`src/rtl/fib_seq_monitor.sv`:
```
// Fibonacci stream monitor: locks onto the sequence start, checks each term against
// the running sum, and queues {term, index, wrap-carry} toward a valid/ready sink.
module fib_seq_monitor #(
  parameter int DATA_W = 32,
  parameter int DEPTH  = 8,
  parameter int IDX_W  = 16,
  parameter int DROP_W = 16
) (
  input  logic              clk,
  input  logic              reset,
  input  logic [DATA_W-1:0] seq_i,
  input  logic              seq_vld_i,
  output logic              out_valid_o,
  input  logic              out_ready_i,
  output logic [DATA_W-1:0] out_data_o,
  output logic [IDX_W-1:0]  out_idx_o,
  output logic              out_carry_o,
  output logic              err_o,
  output logic [IDX_W-1:0]  err_idx_o,
  output logic [DROP_W-1:0] dropped_o
);

  localparam int AW = $clog2(DEPTH);
  localparam logic [AW:0]       DEPTH_P = (AW+1)'(DEPTH);
  localparam logic [DATA_W-1:0] ONE     = DATA_W'(1);

  typedef struct packed {
    logic [DATA_W-1:0] data;
    logic [IDX_W-1:0]  idx;
    logic              carry;
  } entry_t;

  typedef enum logic [1:0] {SEEK, CHECK, ERR} state_t;

  state_t            state_q, state_d;
  logic [DATA_W-1:0] prev1_q, prev1_d, prev2_q, prev2_d;
  logic [IDX_W-1:0]  idx_q, idx_d;
  logic              err_q, err_d;
  logic [IDX_W-1:0]  err_idx_q, err_idx_d;
  logic [DATA_W:0]   exp_sum;
  logic              push;
  entry_t            push_ent;

  assign exp_sum = {1'b0, prev1_q} + {1'b0, prev2_q};

  always_ff @(posedge clk) begin
    if (reset) begin
      state_q   <= SEEK;
      prev1_q   <= '0;
      prev2_q   <= '0;
      idx_q     <= '0;
      err_q     <= 1'b0;
      err_idx_q <= '0;
    end else begin
      state_q   <= state_d;
      prev1_q   <= prev1_d;
      prev2_q   <= prev2_d;
      idx_q     <= idx_d;
      err_q     <= err_d;
      err_idx_q <= err_idx_d;
    end
  end

  // Tracking follows the input stream; a term dropped at the FIFO still advances it.
  always_comb begin
    state_d   = state_q;
    prev1_d   = prev1_q;
    prev2_d   = prev2_q;
    idx_d     = idx_q;
    err_d     = err_q;
    err_idx_d = err_idx_q;
    push      = 1'b0;
    push_ent  = '0;
    case (state_q)
      SEEK: begin
        if (seq_vld_i && seq_i == ONE) begin
          prev1_d        = ONE;
          prev2_d        = '0;
          idx_d          = IDX_W'(1);
          push           = 1'b1;
          push_ent.data  = ONE;
          push_ent.idx   = IDX_W'(1);
          push_ent.carry = 1'b0;
          state_d        = CHECK;
        end
      end
      CHECK: begin
        if (seq_vld_i) begin
          if (seq_i == exp_sum[DATA_W-1:0]) begin
            push           = 1'b1;
            push_ent.data  = seq_i;
            push_ent.idx   = idx_q + IDX_W'(1);
            push_ent.carry = exp_sum[DATA_W];
            prev2_d        = prev1_q;
            prev1_d        = seq_i;
            idx_d          = idx_q + IDX_W'(1);
          end else begin
            err_d     = 1'b1;
            err_idx_d = idx_q + IDX_W'(1);
            state_d   = ERR;
          end
        end
      end
      default: state_d = ERR;
    endcase
  end

  // FIFO: extra pointer bit distinguishes full from empty.
  entry_t            mem_q [DEPTH];
  logic [AW:0]       wr_q, rd_q;
  logic [DROP_W-1:0] drop_q;
  logic              full, pop, wr_en, drop;
  entry_t            head;

  assign full  = (wr_q - rd_q) == DEPTH_P;
  assign pop   = out_valid_o & out_ready_i;
  assign wr_en = push & (~full | pop);
  assign drop  = push & full & ~pop;

  always_ff @(posedge clk) begin
    if (reset) begin
      wr_q   <= '0;
      rd_q   <= '0;
      drop_q <= '0;
      for (int i = 0; i < DEPTH; i++) mem_q[i] <= '0;
    end else begin
      if (wr_en) begin
        mem_q[wr_q[AW-1:0]] <= push_ent;
        wr_q                <= wr_q + 1'b1;
      end
      if (pop) rd_q <= rd_q + 1'b1;
      if (drop && drop_q != '1) drop_q <= drop_q + 1'b1;
    end
  end

  assign head        = mem_q[rd_q[AW-1:0]];
  assign out_valid_o = (wr_q != rd_q);
  assign out_data_o  = head.data;
  assign out_idx_o   = head.idx;
  assign out_carry_o = head.carry;
  assign err_o       = err_q;
  assign err_idx_o   = err_idx_q;
  assign dropped_o   = drop_q;

endmodule

```
`config.mk`:
```
export PLATFORM = sky130hd
export DESIGN_NAME = fib_seq_monitor
export DESIGN_NICKNAME = d
export VERILOG_FILES = /design/src/rtl/fib_seq_monitor.sv
export SDC_FILE = /design/constraint.sdc
export NUM_CORES = 1
export LEC_CHECK = 0
export BUFFER_PORTS_ARGS = -buffer_cell sky130_fd_sc_hd__buf_4
export CORE_UTILIZATION = 30
export DETAILED_ROUTE_END_ITERATION = 10
export GPL_TIMING_DRIVEN = 0
export PLACE_DENSITY_LB_ADDON = 0.08
export REMOVE_ABC_BUFFERS = 1
export SETUP_SLACK_MARGIN = 0.15
export SLEW_MARGIN = 5
export SYNTH_ARGS = -nofsm -noshare
export SYNTH_HDL_FRONTEND = slang
export SYNTH_SLANG_ARGS = --single-unit
export TNS_END_PERCENT = 20
```
`constraint.sdc`:
```
create_clock -name clk -period 7.3 [get_ports clk]
set_input_delay 0.73 -clock clk [delete_from_list [all_inputs] [get_ports clk]]
set_output_delay 0.73 -clock clk [all_outputs]
set_load 0.03 [all_outputs]
```
==> results.yml, run 1 <==
floorplanning:
  io_pins: 119
  core_um2: 87300
  die_w_um: 300
  start_util: 0.305
  die_h_um: 300
  row_count: 108
  dieArea_um2: 89900
cts:
  root_buffer: "clkbuf_16"
  cts_tree: "done"
  cts_buffer_depth: 3
  numCtsBuffers: 60
  htree_levels: 2
  worstSkewPairLatency_ns: 0.65
  clock_sinks: 518
  path_clk_slew_ns: 0.06
synth:
  synth_most_common_cell: "edfxtp_1"
  netlist_area_um2: 26600
  seq_area_frac_synth: 0.537
  synthTopCellsByCount: "392 x edfxtp_1, 255 x nor4_1, 164 x clkbuf_1, 155 x nand3_1, 152 x a21oi_1"
  synth_seq_cells: 518
  async_flop_share: 0
  synth_edf_count: 392
  synth_flop_cell: "edfxtp_1"
  synth_area_leaders: "edfxtp_1 44%, dfxtp_1 9.5%, mux4_2 8.3%"
  synthCells: 2276
  synth_cell_types: 81
  yosysTopAreaCellShare: 0.443
  yosysTopAreaCell: "edfxtp_1"
  syn_avg_cell_area_um2: 11.7
  ys_warn_count: 0
final_layout:
  fin_cells: 3538
  nets: 2406
  syn_to_final_growth_pct: 19.6
  layout-drive-gt1-share: 0.235
pwr:
  power.density_nw_per_um2: 236
  pwr-share-clk: 0.394
  p_sw_frac: 0.273
  combPwrFrac: 0.164
  peakVddDrop_v: 0.000190
  power_leakage_nw: 9.91
  internal-power_mw: 5.45
  seq_power_share: 0.442
  p_switching_mw: 2.05
hold_path:
  hold_class: "in2reg"
routing:
  drtPass1Iterations: 5
  drt_iter0_markers: 1489
  drt-wirelength-per-cell_um: 26.8
  avgViaCountPerCell: 5.67
  postRouteAntennaNets: 0
  drc: 0
  finalWirelength_mm: 94.9
  num_vias: 20070
timing:
  finClkSkew_ns: 0.0330
  hold_viol_final: 0
  drv_slew: 0
  finalSetupTns_ns: 0
  fmax_mhz: 149
  worstMarginPinSlew_ns: 1.22
  setup_viol: 0
  maxSlewHeadroom: 0.177
  rsz0062_at_grt: "false"
  fin_crit_ns: 6.72
  layout_worst_path_cycle_share: 0.920
worst_setup_path:
  worst-endpoint-required_ns: 7.60
  endpoint_kind: "flip-flop"
  reg2reg_slack_ns: 0.58
  path_max_fanout: 53
  path_class: "reg2reg"
  cp.arrival_ns: 7.01
  crit_path_start_kind: "flip-flop"
placed_design:
  place_congestion: 0.887
  dpl.hpwl_mm: 65.3
  io_buffers: 118
  dp_cells: 3421
global_routing:
  grt_usage: 0.209
  antenna_found_initial: 1
  grt_pass1_vias: 20230
  grt_overflow: 0
  grt_max_degree: 99
  grt_first_pass_wirelength_mm: 139
flow_run:
  maxCapViolCount: 0
status:
  outcome: "complete, no violations"
==> power by group through the flow <==
| stage | Clock, mW | Combinational, mW | Sequential [mW] |
|---|---|---|---|
| 6_report | 2.95 | 1.23 | 3.32 |
| 5_1_grt | 3.13 | 1.30 | 3.33 |
| 4_1_cts | 3.02 | 1.25 | 3.32 |
| 3_5_place_dp | 0 | 1.24 | 3.38 |
| 3_3_place_gp | 0 | 0.852 | 3.50 |
| 2_1_floorplan | 0 | 0.543 | 3.42 |
==> cell usage in the layout, fill, tap and decap left out, types with 16 or more instances in the layout <==
cell type	n
mux4_2	98
ha_1	39
a21oi_1	151
nor2_1	76
nor4_1	254
nor4_2	46
buf_4	155
xor2_1	22
o21ai_0	29
edfxtp_1	392
inv_1	54
nor2b_1	18
buf_12	16
nor3_1	151
clkbuf_1	21
dfxtp_1	123
buf_16	31
clkbuf_16	61
mux2_2	65
nand2_1	97
nand3_1	150
nand4_1	26
xnor2_1	36
==> registers in the layout (all words and copies together) (netlist names), named ones only <==
name       count
wr_q           4
mem_q        392
err_idx_o     16
dropped_o     16
idx_q         16
err_o          1
prev2_q       32
rd_q           4
state_q        2
prev1_q       32
==> timing repair <==
action,CTS,global route
gates resized for setup,0,2
endpoints found under the setup margin,0,37
hold buffers,0,0
setup buffers,0,2
hold endpoints to repair,0,0
==> through the flow <==
step                      hold slack (ns)  setup slack, ns  cell area (um2)   util  total power [mW]
final                               0.437            0.581            31800  0.364              7.50
after CTS                           0.368            0.166            31800  0.364              7.58
after global placement              0.455           -63.07            28000  0.321              4.35
after global routing                0.421            0.335            31800  0.364              7.76
after detailed placement            0.463            0.218            29900  0.342              4.62
after floorplan                     0.441           -27.72            25700      -              3.97
==> critical path: stages, from the launching register on <==
cell and delay [ns]:
dfxtp_1 0.34, ha_1 0.56, a21oi_1 0.22, o21ai_0 0.79, mux2i_1 0.43, nand4b_1 0.24
nor4_1 0.36, o2111ai_1 0.17, nor4_1 0.59, nand3_4 0.71, buf_16 0.45, a2111oi_1 0.66
or2_4 0.43, buf_16 0.32
==> per-layer routing <==
layer	track usage	part of all wire
met1	0.289	0.45
met2	0.351	0.49
met3	0.0244	0.043
met4	0.0463	0.018
met5	0	0
==> final timing paths <==
path / startpoint / to / cells past startpoint
hold reg to reg: prev2_q[12] / prev2_q[12] / 2
hold / removal: seq_i[0] / prev1_q[0] / 3
setup reg to reg: prev1_q[19] / mem_q[7][28] / 13
setup / recovery: prev1_q[19] / mem_q[7][28] / 13
==> kinds of logic after synthesis <==
logic type / Yosys count / synth area share
compound gates: 307 / 0.0716
xor+xnor: 59 / 0.0200
fa+ha+maj: 40 / 0.0191
buf+inv: 276 / 0.0418
flops: 518 / 0.537
mux: 170 / 0.113
simple gates: 906 / 0.197
==> cell type report <==
cell class	count	area [um2]
Fill cell	8565	55500
Sequential cell	518	14300
Multi-Input combinational cell	1482	11400
Timing Repair Buffer	214	2500
Clock buffer	96	1800
Tap cell	1155	1450
Inverter	54	203
Clock inverter	18	125
Antenna cell	1	2.50
Power figures use the tool's default switching activity.
==> inputs of run 2 (changes only) <==
==> constraint.sdc (replaced) <==
create_clock -name clk -period 7.8 [get_ports clk]
set_input_delay 0 -clock clk [delete_from_list [all_inputs] [get_ports clk]]
set_output_delay 0 -clock clk [all_outputs]
set_load 0.03 [all_outputs]
==> run 2 against run 1 <==
- worst setup slack improved by 0.11 ns
- wire length increased by 0.31%
- sequential power shrank 6.6%
- flip-flop and latch count did not move
- final cell count grew 0.90%
- critical path depth grew 1
- combinational power fell by 5%
- via count up 0.77%
- die area is the same
- largest power group unchanged
- first-iteration DRC count shrank 5.1%
- final area is 1.0% higher
- clock power is 6% lower
==> results.yml, run 2 (synthesis results as in run 1) <==
status:
  outcome: "complete, no violations"
pwr:
  p_switching_mw: 1.92
  internal-power_mw: 5.11
  power_mw: 7.03
  peakVddDrop_v: 0.000179
  power.density_nw_per_um2: 219
  power_leakage_nw: 10.1
  pwr-share-clk: 0.393
  seq_power_share: 0.441
  p_sw_frac: 0.274
  combPwrFrac: 0.166
cts:
  path_clk_slew_ns: 0.06
  cts_buffer_depth: 3
  clock_sinks: 518
  htree_levels: 2
  cts-resized-gates: 0
  worstSkewPairLatency_ns: 0.65
  root_buffer: "clkbuf_16"
  cts_hold_buf: 35
  numCtsBuffers: 60
  cts_setup_buffers: 0
  cts_tree: "done"
worst_setup_path:
  crit_family: "compound AO/OA/AOI/OAI gates"
  crit_path_start_kind: "flip-flop"
  cp.arrival_ns: 7.41
  path_max_fanout: 53
  path_class: "reg2reg"
  cp_slowest_cell: "o31ai_1"
  endpoint_kind: "flip-flop"
  critPathMaxStageDelay_ns: 0.87
  crit_chain: "ha_1 -> o21ai_0 -> o211ai_1 -> o31ai_1 -> a21boi_0 -> mux2i_1 -> o211ai_1 -> nor3_4 -> buf_16 -> nand3_4 -> buf_16 -> a2111oi_0 -> or2_4 -> buf_16"
  cpMostUsedCell: "buf_16"
  worst-endpoint-required_ns: 8.10
  critical_path_buf_inv_count: 3
final_layout:
  register_area_um2: 14300
  syn_to_final_growth_pct: 20.8
  top_register: "mem_q"
  final_common_cell: "edfxtp_1"
  reg_top3: "mem_q x392, prev1_q x32, prev2_q x32"
  fillers: 8550
  layout_common_cells: "392 x edfxtp_1, 254 x nor4_1, 153 x buf_4"
  nets: 2439
  fin_area_um2: 32100
  antenna_cells: 0
  multi_input_area_um2: 11400
  layout-drive-gt1-share: 0.231
  largest_reg_flops: 392
timing:
  rsz0062_at_grt: "false"
  fin_crit_ns: 7.11
  finClkSkew_ns: 0.0360
  hold_viol_final: 0
  layout_worst_path_cycle_share: 0.912
  maxSlewHeadroom: 0.199
  drv_slew: 0
  worstMarginPinSlew_ns: 1.19
  setup_viol: 0
  fmax_mhz: 141
  finalSetupTns_ns: 0
routing:
  postRouteAntennaNets: 0
  finalWirelength_mm: 95.2
  drt-wirelength-per-cell_um: 26.7
  drc: 0
  num_vias: 20224
  avgViaCountPerCell: 5.66
  drt_iter0_markers: 1413
  drtPass1Iterations: 5
floorplanning:
  dieArea_um2: 89900
  start_util: 0.305
  die_w_um: 300
  row_count: 108
  io_pins: 119
  die_h_um: 300
  core_um2: 87300
global_routing:
  grt_first_pass_wirelength_mm: 139
  grt_pass1_vias: 20372
  grt_usage: 0.210
  grt_max_degree: 99
  grt_overflow: 0
  antenna_found_initial: 0
placed_design:
  io_buffers: 118
  placed_cell_area_um2: 29900
  place_congestion: 0.887
  dpl.hpwl_mm: 65.3
hold_path:
  hold_class: "in2reg"
flow_run:
  maxCapViolCount: 0
[run 2: changes by cell type in the layout (fill, tap and decap cells not counted), sizes merged]
cell         before  now
buf             214  212
diode             1    0
dlygate4sd3       0   35
[run 2: through the flow]
step                 util  instances  setup WS (ns)  hold slack [ns]
global placement    0.321       3327         -62.57            0.318
finish              0.368       3570          0.686            0.265
floorplan               -       2054         -27.22           0.0691
CTS                 0.368       3570          0.666            0.189
global route        0.368       3570          0.360            0.253
detailed placement  0.342       3421          0.718            0.334
[run 2: area by class of cell]
cell class | instances | area share
Timing Repair Buffer | 247 | 0.0882
Inverter | 54 | 0.00631
Clock inverter | 18 | 0.00389
Clock buffer | 96 | 0.0559
Sequential cell | 518 | 0.445
Tap cell | 1155 | 0.0450
Multi-Input combinational cell | 1482 | 0.356
[run 2: path summary, 6_finish.rpt]
kind | slack [ns] | endpoint | from | depth (start not counted)
worst min register to register | 0.47 | prev2_q[12] | prev2_q[12] | 2
worst min-delay path | 0.26 | state_q[1] | seq_vld_i | 4
worst max-delay path | 0.69 | mem_q[7][47] | prev1_q[12] | 14
worst max register to register | 0.69 | mem_q[7][47] | prev1_q[12] | 14
[run 2: worst register-to-register path: stages (launching register included)]
cell	delay, ns
dfxtp_1	0.32
ha_1	0.46
o21ai_0	0.42
o211ai_1	0.21
o31ai_1	0.87
a21boi_0	0.43
mux2i_1	0.28
o211ai_1	0.23
nor3_4	0.61
buf_16	0.23
nand3_4	0.57
buf_16	0.46
a2111oi_0	0.84
or2_4	0.45
buf_16	0.33
[run 2: metal layers]
metal  track usage  wire [um]  vias up  part of all wire
met5             0          0        -                 0
met4        0.0470       1820        0             0.019
met3        0.0246       3910      101             0.041
met2         0.352      46300      496              0.49
met1         0.289      43200    10439              0.45
li1              -          -     9188                 -
[run 2: power by group through the flow]
stage,combinational (mW),clock [mW],sequential [mW]
floorplan,0.510,0,3.21
global placement,0.799,0,3.27
detailed placement,1.16,0,3.16
CTS,1.18,2.82,3.11
global route,1.23,2.93,3.12
finish,1.17,2.76,3.10
